--- config.mk ---
export PLATFORM = sky130hd
export DESIGN_NAME = pulse_width_demodulator
export DESIGN_NICKNAME = d
export VERILOG_FILES = /design/src/rtl/pulse_width_demodulator.sv
export SDC_FILE = /design/constraint.sdc
export NUM_CORES = 1
export LEC_CHECK = 0
export ABC_CLOCK_PERIOD_IN_PS = 2300
export CAP_MARGIN = 20
export CELL_PAD_IN_SITES_DETAIL_PLACEMENT = 1
export CELL_PAD_IN_SITES_GLOBAL_PLACEMENT = 2
export CORE_UTILIZATION = 34
export DETAILED_ROUTE_END_ITERATION = 10
export HOLD_SLACK_MARGIN = 0.03
export PLACE_DENSITY = 0.86
export SYNTH_ARGS = -nofsm -noshare
export SYNTH_HDL_FRONTEND = slang
export SYNTH_SLANG_ARGS = --single-unit
--- constraint.sdc ---
create_clock -name clk -period 2.3 [get_ports clk]
set_input_delay 0.46 -clock clk [delete_from_list [all_inputs] [get_ports clk]]
set_output_delay 0.46 -clock clk [all_outputs]
set_load 0.05 [all_outputs]
--- src/rtl/pulse_width_demodulator.sv ---
// ---------------------------------------------------------------------------
// PulseWidthDemodulator
//
// Measures a PWM waveform. For every complete period (rising edge to rising
// edge) it reports the high time and the period length in clock cycles. A
// level that stays constant for 2^BITS-1 cycles is reported as a timeout
// ("stuck") sample instead, and that report repeats while the level holds.
//
// Parameters:
//   BITS          width of the cycle counter and of the measurement outputs
//
// Ports:
//   clk           clock
//   reset         synchronous, active-high reset
//   pwm_in        PWM waveform under measurement
//   sample_valid  one-cycle strobe, the outputs below are valid while high
//   high_count    cycles the input was high within the measured period
//   period        cycles between consecutive rising edges
//   level_stuck   sample is a timeout report rather than a measured period
//   stuck_level   constant input level carried by a timeout report
//
// Configuration macro:
//   PWM_DEMOD_SYNC_EN  when defined, pwm_in passes through a 2-flop
//                      synchronizer first (for asynchronous inputs). This
//                      adds 2 cycles of latency and leaves the measured
//                      values unchanged. When undefined, pwm_in must be
//                      synchronous to clk.
// ---------------------------------------------------------------------------
module pulse_width_demodulator #(
  parameter int BITS = 11
) (
  input  logic            clk,
  input  logic            reset,
  input  logic            pwm_in,
  output logic            sample_valid,
  output logic [BITS-1:0] high_count,
  output logic [BITS-1:0] period,
  output logic            level_stuck,
  output logic            stuck_level
);

  localparam logic [BITS-1:0] CntMax = '1;
  localparam logic [BITS-1:0] CntOne = BITS'(1);

  typedef enum logic [1:0] {
    SYNC,
    HIGH,
    LOW,
    STUCK
  } state_t;

  state_t          state_q;
  logic [BITS-1:0] cnt_q;
  logic [BITS-1:0] cnt_d;
  logic [BITS-1:0] high_reg_q;
  logic            pwm_src;
  logic            pwm_s_q;
  logic            pwm_p_q;
  logic            rise;
  logic            fall;
  logic            timeout;

  // Measurement captured by the FSM, one stage ahead of the output registers
  logic            emit_q;
  logic [BITS-1:0] emit_high_q;
  logic [BITS-1:0] emit_period_q;
  logic            emit_stuck_q;
  logic            emit_level_q;

  // Output registers
  logic            valid_q;
  logic [BITS-1:0] high_count_q;
  logic [BITS-1:0] period_q;
  logic            level_stuck_q;
  logic            stuck_level_q;

`ifdef PWM_DEMOD_SYNC_EN
  // Two-flop synchronizer in front of the edge detector, for inputs that
  // are not generated in this clock domain.
  logic [1:0] sync_q;

  always_ff @(posedge clk) begin
    if (reset) begin
      sync_q <= 2'b00;
    end else begin
      sync_q <= {sync_q[0], pwm_in};
    end
  end

  assign pwm_src = sync_q[1];
`else
  assign pwm_src = pwm_in;
`endif

  // Registered input sample plus its one-cycle-old copy, used for edge
  // detection.
  always_ff @(posedge clk) begin
    if (reset) begin
      pwm_s_q <= 1'b0;
      pwm_p_q <= 1'b0;
    end else begin
      pwm_s_q <= pwm_src;
      pwm_p_q <= pwm_s_q;
    end
  end

  assign rise = pwm_s_q & ~pwm_p_q;
  assign fall = ~pwm_s_q & pwm_p_q;

  // A timeout only fires when no edge coincides with the saturated count,
  // so a period of exactly CntMax cycles still measures normally.
  assign timeout = (cnt_q == CntMax) && !rise && !fall;

  // Cycle counter. A rise starts a new period at 1 (the rise cycle itself
  // counts as the first cycle of the new period). A timeout also restarts
  // at 1 so that stuck reports repeat every CntMax cycles.
  always_comb begin
    cnt_d = cnt_q;
    if (rise || timeout) begin
      cnt_d = CntOne;
    end else if (cnt_q != CntMax) begin
      cnt_d = cnt_q + CntOne;
    end
  end

  always_ff @(posedge clk) begin
    if (reset) begin
      cnt_q <= '0;
    end else begin
      cnt_q <= cnt_d;
    end
  end

  // Measurement FSM. SYNC and STUCK wait for a rise without reporting,
  // since the period in progress was not observed from its start. HIGH
  // latches the high time at the fall; LOW reports at the next rise.
  always_ff @(posedge clk) begin
    if (reset) begin
      state_q       <= SYNC;
      high_reg_q    <= '0;
      emit_q        <= 1'b0;
      emit_high_q   <= '0;
      emit_period_q <= '0;
      emit_stuck_q  <= 1'b0;
      emit_level_q  <= 1'b0;
    end else begin
      emit_q <= 1'b0;
      if (timeout) begin
        state_q       <= STUCK;
        emit_q        <= 1'b1;
        emit_period_q <= CntMax;
        emit_high_q   <= pwm_s_q ? CntMax : '0;
        emit_stuck_q  <= 1'b1;
        emit_level_q  <= pwm_s_q;
      end else begin
        case (state_q)
          SYNC: begin
            if (rise) begin
              state_q <= HIGH;
            end
          end
          HIGH: begin
            if (fall) begin
              high_reg_q <= cnt_q;
              state_q    <= LOW;
            end
          end
          LOW: begin
            if (rise) begin
              emit_q        <= 1'b1;
              emit_period_q <= cnt_q;
              emit_high_q   <= high_reg_q;
              emit_stuck_q  <= 1'b0;
              emit_level_q  <= 1'b0;
              state_q       <= HIGH;
            end
          end
          STUCK: begin
            if (rise) begin
              state_q <= HIGH;
            end
          end
          default: begin
            state_q <= SYNC;
          end
        endcase
      end
    end
  end

  // Output stage: strobe for one cycle per sample, data holds its last
  // value between strobes.
  always_ff @(posedge clk) begin
    if (reset) begin
      valid_q       <= 1'b0;
      high_count_q  <= '0;
      period_q      <= '0;
      level_stuck_q <= 1'b0;
      stuck_level_q <= 1'b0;
    end else begin
      valid_q <= emit_q;
      if (emit_q) begin
        high_count_q  <= emit_high_q;
        period_q      <= emit_period_q;
        level_stuck_q <= emit_stuck_q;
        stuck_level_q <= emit_level_q;
      end
    end
  end

  assign sample_valid = valid_q;
  assign high_count   = high_count_q;
  assign period       = period_q;
  assign level_stuck  = level_stuck_q;
  assign stuck_level  = stuck_level_q;

endmodule

==> impl_metrics.sql <==
INSERT INTO impl_metrics (metric_group, metric, value, unit) VALUES
('outcome', 'status', 'completed', ''),
('clock_network', 'post_cts_buffers', '0', ''),
('finish', 'layoutNonFillerInstCount', '455', ''),
('clock_network', 'htreeDepth', '3', ''),
('global_routing', 'grt_overflow', '0', ''),
('logic_synthesis', 'synth_seq_cells', '76', ''),
('placed_design', 'io_buffers', '27', ''),
('clock_network', 'numCtsBuffers', '9', ''),
('clock_network', 'worstSkewPairLatency', '0.35', 'ns'),
('route', 'final_antenna_net_count', '0', ''),
('route', 'route.detailed.drc', '0', ''),
('timing', 'unrepaired_setup_endpoints_after_global_routing', 'false', ''),
('worst_hold_path', 'hold_path.startpoint', 'high_reg_q[5]$_SDFFE_PP0P_', ''),
('power', 'p_per_area', '732', 'nW/µm²'),
('placed_design', 'dpl-instance-area', '3270', 'µm²'),
('logic_synthesis', 'seq_area_frac_synth', '53.1', '%'),
('critical_path', 'r2r_cells', '5', ''),
('timing', 'timing.final.hold_violations', '0', ''),
('finish', 'postLayoutCoreUtil', '42.9', '%'),
('global_routing', 'top_usage_layer', 'met2', ''),
('critical_path', 'crit-reg2reg-capture', 'cnt_q[7]$_SDFFE_PP0P_', ''),
('die', 'die-height', '93.8', 'µm'),
('placed_design', 'place_hpwl', '4720', 'µm'),
('power', 'fin_total_pwr', '2.57', 'mW'),
('finish', 'area_grow_syn2layout', '22.3', '%'),
('timing', 'finalSetupViolations', '0', ''),
('die', 'std_cell_rows', '33', ''),
('logic_synthesis', 'netlist-cell-type-count', '38', ''),
('logic_synthesis', 'syn-mean-instance-area', '9.05', 'µm²'),
('die', 'core-area', '8180', 'µm²'),
('logic_synthesis', 'yosys_warnings', '0', ''),
('route', 'routed_wl', '6600', 'µm'),
('critical_path', 'critical_path.slowest_cell', 'sky130_fd_sc_hd__or4_1', ''),
('clock_network', 'tritoncts_clock_tree', 'done', ''),
('placed_design', 'detailedPlace.worstSlack', '0.190', 'ns'),
('timing', 'final_min_period_over_clock_period', '89.9', '%'),
('timing', 'final.setup_skew', '0.00978', 'ns'),
('placed_design', 'routability_congestion', '0.795', ''),
('logic_synthesis', 'synth_nets', '321', ''),
('global_routing', 'antenna_found_initial', '0', ''),
('global_routing', 'first_global_vias', '2293', ''),
('global_routing', 'grt_start_max_net_pins', '28', ''),
('critical_path', 'critical-path-top-delay-family', 'simple AND/OR/NAND/NOR gates', ''),
('timing', 'worst_slew_pin_slew', '0.511', 'ns'),
('global_routing', 'track_usage', '16.7', '%'),
('critical_path', 'worst-setup-path-type', 'flip-flop to flip-flop', ''),
('clock_network', 'clk_pin_slew', '0.08', 'ns'),
('critical_path', 'worstPathCellList', 'ha_1 -> nand3_1 -> or4_1 -> a22oi_2 -> nor3_1', ''),
('clock_network', 'resized_after_cts', '0', ''),
('critical_path', 'rr_startpoint', 'cnt_q[1]$_SDFFE_PP0P_', ''),
('power', 'power.static_leakage', '1.17', 'nW'),
('logic_synthesis', 'synthCells', '317', ''),
('logic_synthesis', 'synth_area', '2870', 'µm²'),
('route', 'drt_iter0_markers', '93', ''),
('timing', 'worst_slack', '0.233', 'ns'),
('finish', 'drive_gt1_share', '10.3', '%'),
('global_routing', 'groute.layer.met2.usage', '27.3', '%'),
('critical_path', 'critical_path.startpoint', 'cnt_q[1]$_SDFFE_PP0P_', ''),
('power', 'vdd.ir_drop.worst', '0.000222', 'V'),
('critical_path', 'worst_setup_path_end_kind', 'flip-flop', ''),
('timing', 'final-max-slew-violation-count', '0', ''),
('timing', 'final_hold_slack', '0.457', 'ns'),
('critical_path', 'ff2ff_setup_slack', '0.23', 'ns'),
('timing', 'final.min_clock_period', '2.07', 'ns'),
('run', 'cap_violations', '0', ''),
('global_routing', 'grt_pass1_wl', '11200', 'µm'),
('timing', 'timing.setup.tns', '0', 'ns'),
('timing', 'max_clock_freq', '484', 'MHz'),
('route', 'post_drt_via_cell_ratio', '4.99', ''),
('critical_path', 'setup.worst_path.start_class', 'flip-flop', ''),
('die', 'initial_core_util', '35.1', '%');
==> placed cells by master, fill, tap and decap left out, types with 2 or more instances in the layout <==
| cell type | n |
|---|---|
| sky130_fd_sc_hd__bufinv_16 | 2 |
| sky130_fd_sc_hd__nand2_1 | 61 |
| sky130_fd_sc_hd__clkbuf_8 | 11 |
| sky130_fd_sc_hd__and3_1 | 2 |
| sky130_fd_sc_hd__xnor2_1 | 2 |
| sky130_fd_sc_hd__nand2b_1 | 2 |
| sky130_fd_sc_hd__nor2b_1 | 5 |
| sky130_fd_sc_hd__clkinvlp_4 | 2 |
| sky130_fd_sc_hd__a21oi_1 | 18 |
| sky130_fd_sc_hd__dfxtp_1 | 76 |
| sky130_fd_sc_hd__clkdlybuf4s50_1 | 26 |
| sky130_fd_sc_hd__nor3b_1 | 2 |
| sky130_fd_sc_hd__or4_1 | 2 |
| sky130_fd_sc_hd__nor3_1 | 4 |
| sky130_fd_sc_hd__mux2i_1 | 25 |
| sky130_fd_sc_hd__a31oi_1 | 24 |
| sky130_fd_sc_hd__xor2_1 | 2 |
| sky130_fd_sc_hd__nand3_1 | 14 |
| sky130_fd_sc_hd__nor2_1 | 35 |
| sky130_fd_sc_hd__buf_4 | 12 |
==> worst min-delay path, cell delays in order (launching register included) <==
cell	delay, ns
sky130_fd_sc_hd__dfxtp_1	0.31
sky130_fd_sc_hd__nand2_1	0.05
sky130_fd_sc_hd__a21oi_1	0.05
==> layer usage <==
layer / vias to the layer above / part of all wire (%)
li1: 1146 / -
met1: 1092 / 49
met2: 26 / 47
met3: 7 / 2.6
met4: 0 / 1.1
met5: - / 0
==> final cells by class <==
type	count	share of cell area, %
Clock buffer	11	4.32
Tap cell	105	3.75
Clock inverter	5	2.39
Multi-Input combinational cell	217	35.4
Sequential cell	76	43.4
Timing Repair Buffer	40	10.7
Inverter	1	0.107
==> worst max-delay path by stage <==
| stage | endpoint | slack, ns | cells after the start |
|---|---|---|---|
| 6_report | cnt_q[7]$_SDFFE_PP0P_ | 0.23 | 5 |
| 5_1_grt | cnt_q[7]$_SDFFE_PP0P_ | 0.05 | 5 |
| 4_1_cts | cnt_q[7]$_SDFFE_PP0P_ | 0.19 | 5 |
| 3_5_place_dp | cnt_q[7]$_SDFFE_PP0P_ | 0.19 | 5 |
| 3_3_place_gp | cnt_q[7]$_SDFFE_PP0P_ | 0.32 | 5 |
| 2_1_floorplan | emit_high_q[7]$_SDFFE_PP0P_ | 0.47 | 7 |
==> kinds of logic after synthesis <==
family                     synth area share (%)
adders and majority gates                 0.436
buffers and inverters                      3.88
DFF                                        53.1
and+or+nand+nor                            21.2
muxes                                      8.73
AOI/OAI and AO/OA                          11.4
xor gates and xnor gates                   1.22
==> cells in the mapped netlist, drive strengths merged <==
master | count | area share [%]
a211oi | 2 | 0.70
a21oi | 18 | 3.1
a22oi | 1 | 0.44
a311oi | 1 | 0.31
a31oi | 24 | 5.2
a41o | 1 | 0.35
and3 | 2 | 0.44
and4 | 1 | 0.31
buf | 6 | 1.5
clkbuf | 17 | 2.3
dfxtp | 76 | 53
ha | 1 | 0.44
inv | 1 | 0.13
mux2i | 25 | 8.7
nand2 | 61 | 8.0
nand2b | 2 | 0.44
nand3 | 14 | 2.4
nand3b | 1 | 0.26
nand4 | 2 | 0.96
nor2 | 35 | 4.6
nor2b | 5 | 1.1
nor3 | 4 | 0.70
nor3b | 3 | 0.79
o2111ai | 1 | 0.31
o211a | 1 | 0.35
o211ai | 1 | 0.26
o21ai | 2 | 0.35
or2 | 1 | 0.22
or3 | 1 | 0.22
or3b | 1 | 0.31
or4 | 2 | 0.52
xnor2 | 2 | 0.61
xor2 | 2 | 0.61
==> registers in the layout, summed over array words and instances, names as in the netlist <==
signal	cells
emit_q	1
high_count	11
level_stuck	1
emit_stuck_q	1
emit_high_q	11
state_q	2
pwm_s_q	1
emit_period_q	11
period	11
high_reg_q	11
cnt_q	11
stuck_level	1
pwm_p_q	1
sample_valid	1
emit_level_q	1
==> report_power, final <==
group,internal [mW],total (mW),switching [mW]
Sequential,1.32,1.34,0.0126
Clock,0.672,1.16,0.493
Combinational,0.0236,0.0665,0.0429
No activity file was read; power rests on OpenSTA's default activity.
